File: config.mk
export PLATFORM = sky130hd
export DESIGN_NAME = fnd_scan_decoder
export DESIGN_NICKNAME = d
export VERILOG_FILES = /design/src/rtl/fnd_scan_decoder.sv
export SDC_FILE = /design/constraint.sdc
export NUM_CORES = 1
export LEC_CHECK = 0
export CELL_PAD_IN_SITES_DETAIL_PLACEMENT = 1
export CELL_PAD_IN_SITES_GLOBAL_PLACEMENT = 1
export CORE_MARGIN = 3
export CORE_UTILIZATION = 48
export DETAILED_ROUTE_END_ITERATION = 8
export HOLD_SLACK_MARGIN = 0.15
export PLACE_DENSITY_LB_ADDON = 0.12
export SYNTH_ARGS = -nofsm -noshare
export SYNTH_HDL_FRONTEND = slang
export SYNTH_SLANG_ARGS = --single-unit
export TNS_END_PERCENT = 5
File: constraint.sdc
create_clock -name i_clk -period 5.3 [get_ports i_clk]
set_clock_uncertainty 0.05 [all_clocks]
set_input_delay 1.06 -clock i_clk [delete_from_list [all_inputs] [get_ports i_clk]]
set_output_delay 1.06 -clock i_clk [all_outputs]
set_load 0.01 [all_outputs]
File: src/rtl/fnd_scan_decoder.sv
// Receive-side monitor for the multiplexed 4-digit FND bus: filters scan glitches and rebuilds a 16-bit BCD frame.
// Optional decimal-point capture is enabled by defining FND_DP_CAPTURE_EN.
module fnd_scan_decoder #(
  parameter int SETTLE_CYCLES  = 4,
  parameter int TIMEOUT_CYCLES = 1_000_000
) (
  input  logic        i_clk,
  input  logic        i_reset,
  input  logic [3:0]  i_FND_Digit,
  input  logic [7:0]  i_FND_Font,
  output logic [15:0] o_value,
  output logic        o_frame_valid,
  output logic        o_frame_err,
  output logic [3:0]  o_dp,
  output logic        o_stale
);

  localparam logic [7:0]  SETTLE_LAST  = 8'(SETTLE_CYCLES - 1);
  localparam logic [7:0]  SETTLE_PRE   = 8'(SETTLE_CYCLES - 2);
  localparam logic [31:0] TIMEOUT_LAST = 32'(TIMEOUT_CYCLES - 1);

  logic [3:0]  sample_digit;
  logic [7:0]  sample_font;
  logic [3:0]  prev_digit;
  logic [7:0]  prev_font;
  logic [7:0]  stable_cnt;
  logic [15:0] shadow;
  logic [3:0]  mask;
  logic        err_acc;
  logic [31:0] timer;

  logic        sel_valid;
  logic [1:0]  sel_pos;
  logic [3:0]  sel_onehot;
  logic [3:0]  nibble;
  logic        bad_font;
  logic        pair_same;
  logic        capture;
  logic        timeout_hit;
  logic [15:0] shadow_merged;
  logic [3:0]  mask_merged;

  // Exactly one active-low select bit identifies a scan position; anything else is a blank or overlap.
  always_comb begin
    sel_valid  = 1'b1;
    sel_pos    = 2'd0;
    sel_onehot = 4'b0000;
    case (sample_digit)
      4'b1110: begin sel_pos = 2'd0; sel_onehot = 4'b0001; end
      4'b1101: begin sel_pos = 2'd1; sel_onehot = 4'b0010; end
      4'b1011: begin sel_pos = 2'd2; sel_onehot = 4'b0100; end
      4'b0111: begin sel_pos = 2'd3; sel_onehot = 4'b1000; end
      default: sel_valid = 1'b0;
    endcase
  end

  always_comb begin
    bad_font = 1'b0;
    nibble   = 4'hF;
    case (sample_font[6:0])
      7'h40:   nibble = 4'd0;
      7'h79:   nibble = 4'd1;
      7'h24:   nibble = 4'd2;
      7'h30:   nibble = 4'd3;
      7'h19:   nibble = 4'd4;
      7'h12:   nibble = 4'd5;
      7'h02:   nibble = 4'd6;
      7'h78:   nibble = 4'd7;
      7'h00:   nibble = 4'd8;
      7'h10:   nibble = 4'd9;
      default: bad_font = 1'b1;
    endcase
  end

  // Position 0 lives in the most significant nibble of the frame.
  always_comb begin
    shadow_merged = shadow;
    case (sel_pos)
      2'd0:    shadow_merged[15:12] = nibble;
      2'd1:    shadow_merged[11:8]  = nibble;
      2'd2:    shadow_merged[7:4]   = nibble;
      default: shadow_merged[3:0]   = nibble;
    endcase
  end

  assign mask_merged = mask | sel_onehot;
  assign pair_same   = (sample_digit == prev_digit) && (sample_font == prev_font);
  assign capture     = sel_valid && pair_same && (stable_cnt == SETTLE_PRE);
  assign timeout_hit = (timer == TIMEOUT_LAST);

  // Counter saturates at SETTLE_LAST so a held pair is captured only once.
  always_ff @(posedge i_clk) begin
    if (i_reset) begin
      sample_digit  <= 4'b0000;
      sample_font   <= 8'h00;
      prev_digit    <= 4'b0000;
      prev_font     <= 8'h00;
      stable_cnt    <= 8'd0;
      shadow        <= 16'h0000;
      mask          <= 4'b0000;
      err_acc       <= 1'b0;
      timer         <= 32'd0;
      o_value       <= 16'h0000;
      o_frame_valid <= 1'b0;
      o_frame_err   <= 1'b0;
      o_stale       <= 1'b0;
    end else begin
      sample_digit  <= i_FND_Digit;
      sample_font   <= i_FND_Font;
      prev_digit    <= sample_digit;
      prev_font     <= sample_font;
      o_frame_valid <= 1'b0;

      if (!sel_valid || !pair_same)
        stable_cnt <= 8'd0;
      else if (stable_cnt != SETTLE_LAST)
        stable_cnt <= stable_cnt + 8'd1;

      // A capture takes priority over a coinciding timeout.
      if (capture) begin
        shadow  <= shadow_merged;
        timer   <= 32'd0;
        o_stale <= 1'b0;
        if (mask_merged == 4'b1111) begin
          o_value       <= shadow_merged;
          o_frame_err   <= err_acc | bad_font;
          o_frame_valid <= 1'b1;
          mask          <= 4'b0000;
          err_acc       <= 1'b0;
        end else begin
          mask    <= mask_merged;
          err_acc <= err_acc | bad_font;
        end
      end else if (timeout_hit) begin
        o_stale <= 1'b1;
        mask    <= 4'b0000;
        err_acc <= 1'b0;
      end else begin
        timer <= timer + 32'd1;
      end
    end
  end

`ifdef FND_DP_CAPTURE_EN
  logic [3:0] shadow_dp;
  logic [3:0] dp_merged;

  // Decimal point is active-low on font bit 7; stored active-high per position.
  always_comb begin
    dp_merged          = shadow_dp;
    dp_merged[sel_pos] = ~sample_font[7];
  end

  always_ff @(posedge i_clk) begin
    if (i_reset) begin
      shadow_dp <= 4'b0000;
      o_dp      <= 4'b0000;
    end else if (capture) begin
      shadow_dp <= dp_merged;
      if (mask_merged == 4'b1111)
        o_dp <= dp_merged;
    end
  end
`else
  assign o_dp = 4'b0000;
`endif

endmodule

==> impl_metrics.py, run 1 <==
metrics = {
    "critical_path": {
        "critPathTopFamily": "compound AO/OA/AOI/OAI gates",
        "worst-path-stages": 5,
        "slowest_stage": "a2111o_1",
        "r2r-end": "o_value[10]",
        "crit_start": "sample_digit[3]",
        "cp.required_ns": 5.52,
        "path_cells": "and4b_1 -> a311o_1 -> nand4_4 -> a2111o_1 -> o41ai_1",
        "r2r-start": "sample_digit[3]",
        "ff2ff_setup_slack_ns": 2.71,
        "crit_type": "flip-flop to flip-flop",
        "critPathMaxFanout": 12,
        "crit_buf_inv": 0,
        "cp-endpoint": "o_value[10]",
        "crit_path_end_kind": "flip-flop",
        "start_kind": "flip-flop",
        "slowest_delay_ns": 0.60,
        "cp.arrival_ns": 2.80,
        "r2r_cells": 5,
    },
    "sta": {
        "maxSlewHeadroom": 0.486,
        "hold_viol_final": 0,
        "fmax_ghz": 0.387,
        "setup_tns_ns": 0,
        "worstMarginPinSlew_ns": 0.767,
        "min_period_ns": 2.59,
        "slew_viol_final": 0,
        "setup_viol": 0,
        "rsz0062_at_grt": "false",
        "hold_slack_ns": 0.415,
        "fin_crit_sh": 0.488,
    },
    "cells_and_area": {
        "fin_nets": 546,
        "antenna_cells": 0,
        "fillers": 1145,
        "layout.cells.non_filler": 662,
        "drive_gt1_frac": 0.0675,
        "area_growth_pct": 11.1,
        "regArea_mm2": 0.00208,
        "multi_input_area_mm2": 0.00244,
    },
    "die": {
        "dieArea_mm2": 0.0110,
        "fp.coreArea_mm2": 0.00937,
        "start_util": 0.501,
        "dieWidth_um": 105,
        "rows": 35,
        "io_pins": 37,
        "die_h_um": 105,
    },
    "global_route": {
        "first_global_vias": 3751,
        "grtUsageMet2": 0.357,
        "grt_antenna_before_repair": 0,
        "grt_max_degree": 35,
        "met3_usage": 0.0408,
        "grt_overflow": 0,
        "grt_pass1_wl_mm": 17.7,
        "busiest_layer": "met2",
        "grt_util_met1": 0.232,
        "track_usage": 0.197,
    },
    "synth": {
        "synthFlopType": "dfxtp_1",
        "synth_top_area_share": 0.443,
        "synthCells": 512,
        "synth.avg_cell_area_um2": 9.18,
        "yosysSeqAreaShare": 0.443,
        "yosysWarnings": 0,
        "synthArstFlopShare": 0,
        "synth.distinct_cells": 52,
        "syn_area_mm2": 0.00470,
        "yosys.area.top_type": "dfxtp_1",
        "netlist_top_cells_area": "dfxtp_1, nor2_1, xor2_1",
        "ys_ff_latch": 104,
        "synth-edff-count": 0,
    },
    "place": {
        "portBuffers": 32,
        "dpl.cell_count": 647,
        "hpwl_mm": 7.43,
        "gp_congestion": 0.757,
    },
    "power": {
        "powerDensity_mw_per_mm2": 258,
        "power.total_mw": 1.35,
        "vdd_drop_max_v": 0.000222,
        "p_leak_nw": 1.92,
    },
    "job": {
        "max-cap-violations": 0,
    },
    "routing": {
        "drc": 0,
        "drt_pre_antenna_iters": 4,
        "vias": 3639,
        "drtAntennaViolNets": 0,
        "routedWlPerCell_um": 15.7,
        "wirelength_mm": 10.4,
        "drt_iter0_markers": 103,
        "viasPerCell": 5.50,
    },
    "worst_hold_path": {
        "hold_path_startpoint": "o_value[1]",
        "min_path_type": "flip-flop to flip-flop",
    },
    "clock_tree": {
        "cts_setup_buffers": 0,
        "htreeDepth": 3,
        "clk_pin_slew_worst_paths_ns": 0.10,
        "root_buffer": "clkbuf_8",
        "cts_buffers": 9,
        "post_cts_resized": 0,
        "cts_buffer_depth": 2,
        "clkSinkCount": 104,
        "tritoncts": "done",
        "postCtsHoldBufs": 0,
        "clk-insertion-delay-late_ns": 0.37,
    },
    "outcome": {
        "status": "completed",
    },
}
-- state kept, by name, summed over array words and instances (netlist names), 4 cells and up --
name and flops:
mask 4, o_value 16, prev_digit 4, prev_font 8, sample_digit 4, sample_font 8
shadow 16, stable_cnt 8, timer 32
-- per-layer routing --
layer / vias up / wire (um)
li1: 1794 / -
met1: 1792 / 4650
met2: 40 / 5350
met3: 13 / 237
met4: 0 / 138
met5: - / 0
-- worst min path at each step --
stage	to	slack [ns]	cells past startpoint
2_1_floorplan	mask[0]	0.38	2
3_3_place_gp	o_value[13]	0.40	2
3_5_place_dp	o_value[1]	0.40	2
4_1_cts	o_value[1]	0.42	2
5_1_grt	prev_font[7]	0.45	1
6_report	o_value[1]	0.42	2
-- power breakdown --
| part | switching [mW] | internal [mW] |
|---|---|---|
| clock | 0.270 | 0.183 |
| combinational | 0.0504 | 0.0364 |
| sequential | 0.0154 | 0.791 |
| total | 0.336 | 1.01 |
-- stage by stage --
stage | cell area, um^2 | setup WS, ns | utilization
floorplan | 4710 | 3.06 | -
global placement | 5050 | 2.59 | 0.538
detailed placement | 5050 | 2.46 | 0.538
CTS | 5220 | 2.70 | 0.557
global route | 5220 | 2.55 | 0.557
finish | 5220 | 2.71 | 0.557
-- cells in the final DEF, fill, tap and decap left out, types with 8 or more instances in the layout --
master             n
xnor2_1            9
a21oi_1           26
dfxtp_1          104
clkbuf_8          10
nor2_1            80
nand2_1           26
o21ai_0           10
o21bai_1           8
nand3_1           19
nor4_1             9
nor2b_1           27
clkdlybuf4s50_1   31
and3_1            10
mux2i_1           26
xor2_1            32
-- worst register-to-register path: stages (launching register included) --
cell and delay, ns:
dfxtp_1 0.52, and4b_1 0.44, a311o_1 0.24, nand4_4 0.18, a2111o_1 0.60, o41ai_1 0.44
-- final cells by class --
type / instances / share of cell area
Multi-Input combinational cell: 373 / 0.467
Timing Repair Buffer: 36 / 0.0662
Clock inverter: 4 / 0.00576
Inverter: 5 / 0.00360
Tap cell: 129 / 0.0309
Clock buffer: 11 / 0.0271
Sequential cell: 104 / 0.399
-- cell families (layout without fill, tap and decap cells) --
kind of cell,Yosys count,in the layout,share of synthesized area
flip-flops,104,104,0.443
XOR/XNOR,43,43,0.0834
other,1,4,0.000798
adder cells (fa/ha/maj),3,3,0.00799
multiplexers,30,30,0.0650
AND/OR/NAND/NOR,228,228,0.267
AO/OA/AOI/OAI,65,65,0.0903
buffers and inverters,38,56,0.0421
-- synth_stat cells (all sizes together), types with 5 or more instances --
library cell,number
buf,17
a21oi,26
and4,6
clkbuf,16
nand4,8
nand3,19
nand3b,6
xnor2,9
inv,5
o21bai,9
nand4b,5
dfxtp,104
mux2i,26
nor2,80
or3,7
o21ai,12
and3,10
nor4,13
nor3,7
nand2,26
nor2b,27
xor2,34
No activity file was read; power rests on OpenSTA's default activity.
==> run 2, diff against run 1 <==
Settings changed: CORE_UTILIZATION 48 to 45.
Clock period 5.3 ns to 2.4 ns, I/O delays scaled along.
==> impl_metrics.py, run 2 (synthesized netlist as in run 1, its figures left out) <==
metrics = {
    "critical_path": {
        "path_cells": "and4b_1 -> buf_4 -> o21ai_0 -> a21o_1 -> nor3b_1 -> buf_4 -> o21ba_2 -> nor2_1",
        "critPathMaxFanout": 10,
        "crit_path_end_kind": "flip-flop",
        "cp.required_ns": 2.67,
        "r2r-end": "mask[2]",
        "ff2ff_setup_slack_ns": 0.18,
        "r2r_cells": 8,
        "r2r-start": "sample_digit[1]",
        "worst-path-stages": 8,
        "cp.arrival_ns": 2.48,
        "crit_buf_inv": 2,
        "start_kind": "flip-flop",
        "crit_type": "flip-flop to flip-flop",
        "slowest_delay_ns": 0.52,
        "critPathTopFamily": "compound AO/OA/AOI/OAI gates",
        "slowest_stage": "dfxtp_1",
        "crit_top_cell": "buf_4",
    },
    "sta": {
        "setup_tns_ns": 0,
        "fmax_ghz": 0.451,
        "hold_viol_final": 0,
        "setup_viol": 0,
        "hold_slack_ns": 0.421,
        "rsz0062_at_grt": "false",
        "fin_crit_sh": 0.923,
        "slew_viol_final": 0,
        "min_period_ns": 2.22,
        "fin_ws_ns": 0.184,
    },
    "power": {
        "vdd_drop_max_v": 0.000535,
        "powerDensity_mw_per_mm2": 580,
        "p_leak_nw": 2.01,
    },
    "routing": {
        "wirelength_mm": 10.7,
        "drc": 0,
        "drt_pre_antenna_iters": 4,
        "drt_iter0_markers": 127,
        "viasPerCell": 5.36,
        "vias": 3652,
        "drtAntennaViolNets": 0,
        "routedWlPerCell_um": 15.8,
    },
    "cells_and_area": {
        "fin_util": 0.539,
        "fillers": 1148,
        "fin_nets": 560,
        "area_growth_pct": 14.3,
        "layout.cells.non_filler": 681,
        "antenna_cells": 0,
        "mostFrequentLayoutCell": "dfxtp_1",
        "reg.largest.list": "timer (32), o_value (16), shadow (16)",
        "most-common-layout-cells": "dfxtp_1, nor2_1, xor2_1",
        "largest_reg_flops": 32,
        "largest-register": "timer",
        "drive_gt1_frac": 0.0894,
    },
    "global_route": {
        "grt_pass1_wl_mm": 18.3,
        "track_usage": 0.197,
        "grt_antenna_before_repair": 0,
        "first_global_vias": 3794,
        "grt_overflow": 0,
        "grt_max_degree": 41,
    },
    "clock_tree": {
        "tritoncts": "done",
        "htreeDepth": 3,
        "cts_buffer_depth": 2,
        "clk_pin_slew_worst_paths_ns": 0.09,
        "postCtsHoldBufs": 0,
        "cts_setup_buffers": 0,
        "post_cts_resized": 0,
        "clkSinkCount": 104,
        "root_buffer": "clkbuf_8",
        "cts_buffers": 9,
        "clk-insertion-delay-late_ns": 0.38,
    },
    "die": {
        "rows": 36,
        "dieWidth_um": 108,
        "fp.coreArea_mm2": 0.00995,
        "start_util": 0.472,
        "io_pins": 37,
        "dieArea_mm2": 0.0117,
        "die_h_um": 108,
    },
    "worst_hold_path": {
        "min_path_type": "flip-flop to flip-flop",
        "hold_path_startpoint": "o_value[13]",
        "hold_end": "o_value[13]",
        "min_path_cells": 2,
    },
    "place": {
        "hpwl_mm": 7.77,
        "dpl.cell_count": 665,
        "dp_slack_ns": 0.182,
        "portBuffers": 32,
        "gp_congestion": 0.775,
    },
    "job": {
        "max-cap-violations": 0,
    },
    "outcome": {
        "status": "completed",
    },
}
run 2: metrics by stage:
step | instance area [um^2] | power (mW)
2_1_floorplan | 4710 | 1.96
3_3_place_gp | 5170 | 2.02
3_5_place_dp | 5170 | 2.03
4_1_cts | 5370 | 3.16
5_1_grt | 5370 | 3.25
6_report | 5370 | 3.11
run 2: worst register-to-register path: cells and delay by family, from the launching register on:
| family | cells | cell delay, ns |
|---|---|---|
| AOI/OAI and AO/OA | 3 | 0.69 |
| and+or+nand+nor | 3 | 0.56 |
| buffers and inverters | 2 | 0.33 |
| DFF | 1 | 0.52 |
run 2: area by class of cell:
| cell class | instances | area (um^2) | share of cell area |
|---|---|---|---|
| Sequential cell | 104 | 2080 | 0.388 |
| Clock buffer | 14 | 163 | 0.0303 |
| Clock inverter | 2 | 37.5 | 0.00699 |
| Timing Repair Buffer | 50 | 463 | 0.0862 |
| Tap cell | 133 | 166 | 0.0310 |
| Multi-Input combinational cell | 373 | 2440 | 0.454 |
| Inverter | 5 | 18.8 | 0.00350 |
run 2: how the worst max path moves through the flow:
| stage | from | endpoint | slack (ns) |
|---|---|---|---|
| 6_report | sample_digit[1] | mask[2] | 0.18 |
| 4_1_cts | sample_digit[1] | mask[2] | 0.17 |
| 2_1_floorplan | sample_font[4] | o_value[12] | 0.32 |
| 3_3_place_gp | sample_digit[1] | err_acc | 0.28 |
| 3_5_place_dp | sample_digit[1] | mask[2] | 0.18 |
| 5_1_grt | sample_digit[1] | mask[0] | 0.02 |
run 2: report_power, final:
| part | internal, mW | total, mW | switching [mW] | leakage, nW |
|---|---|---|---|---|
| Combinational | 0.0948 | 0.214 | 0.119 | 1.07 |
| Sequential | 1.75 | 1.78 | 0.0316 | 0.843 |
| Clock | 0.541 | 1.12 | 0.577 | 0.0969 |
run 2: layer usage:
metal | up-vias | GRT usage | wire length (um)
li1 | 1818 | - | -
met1 | 1780 | 0.232 | 4780
met2 | 39 | 0.352 | 5540
met3 | 15 | 0.0513 | 272
met4 | 0 | 0.0550 | 149
met5 | - | 0 | 0
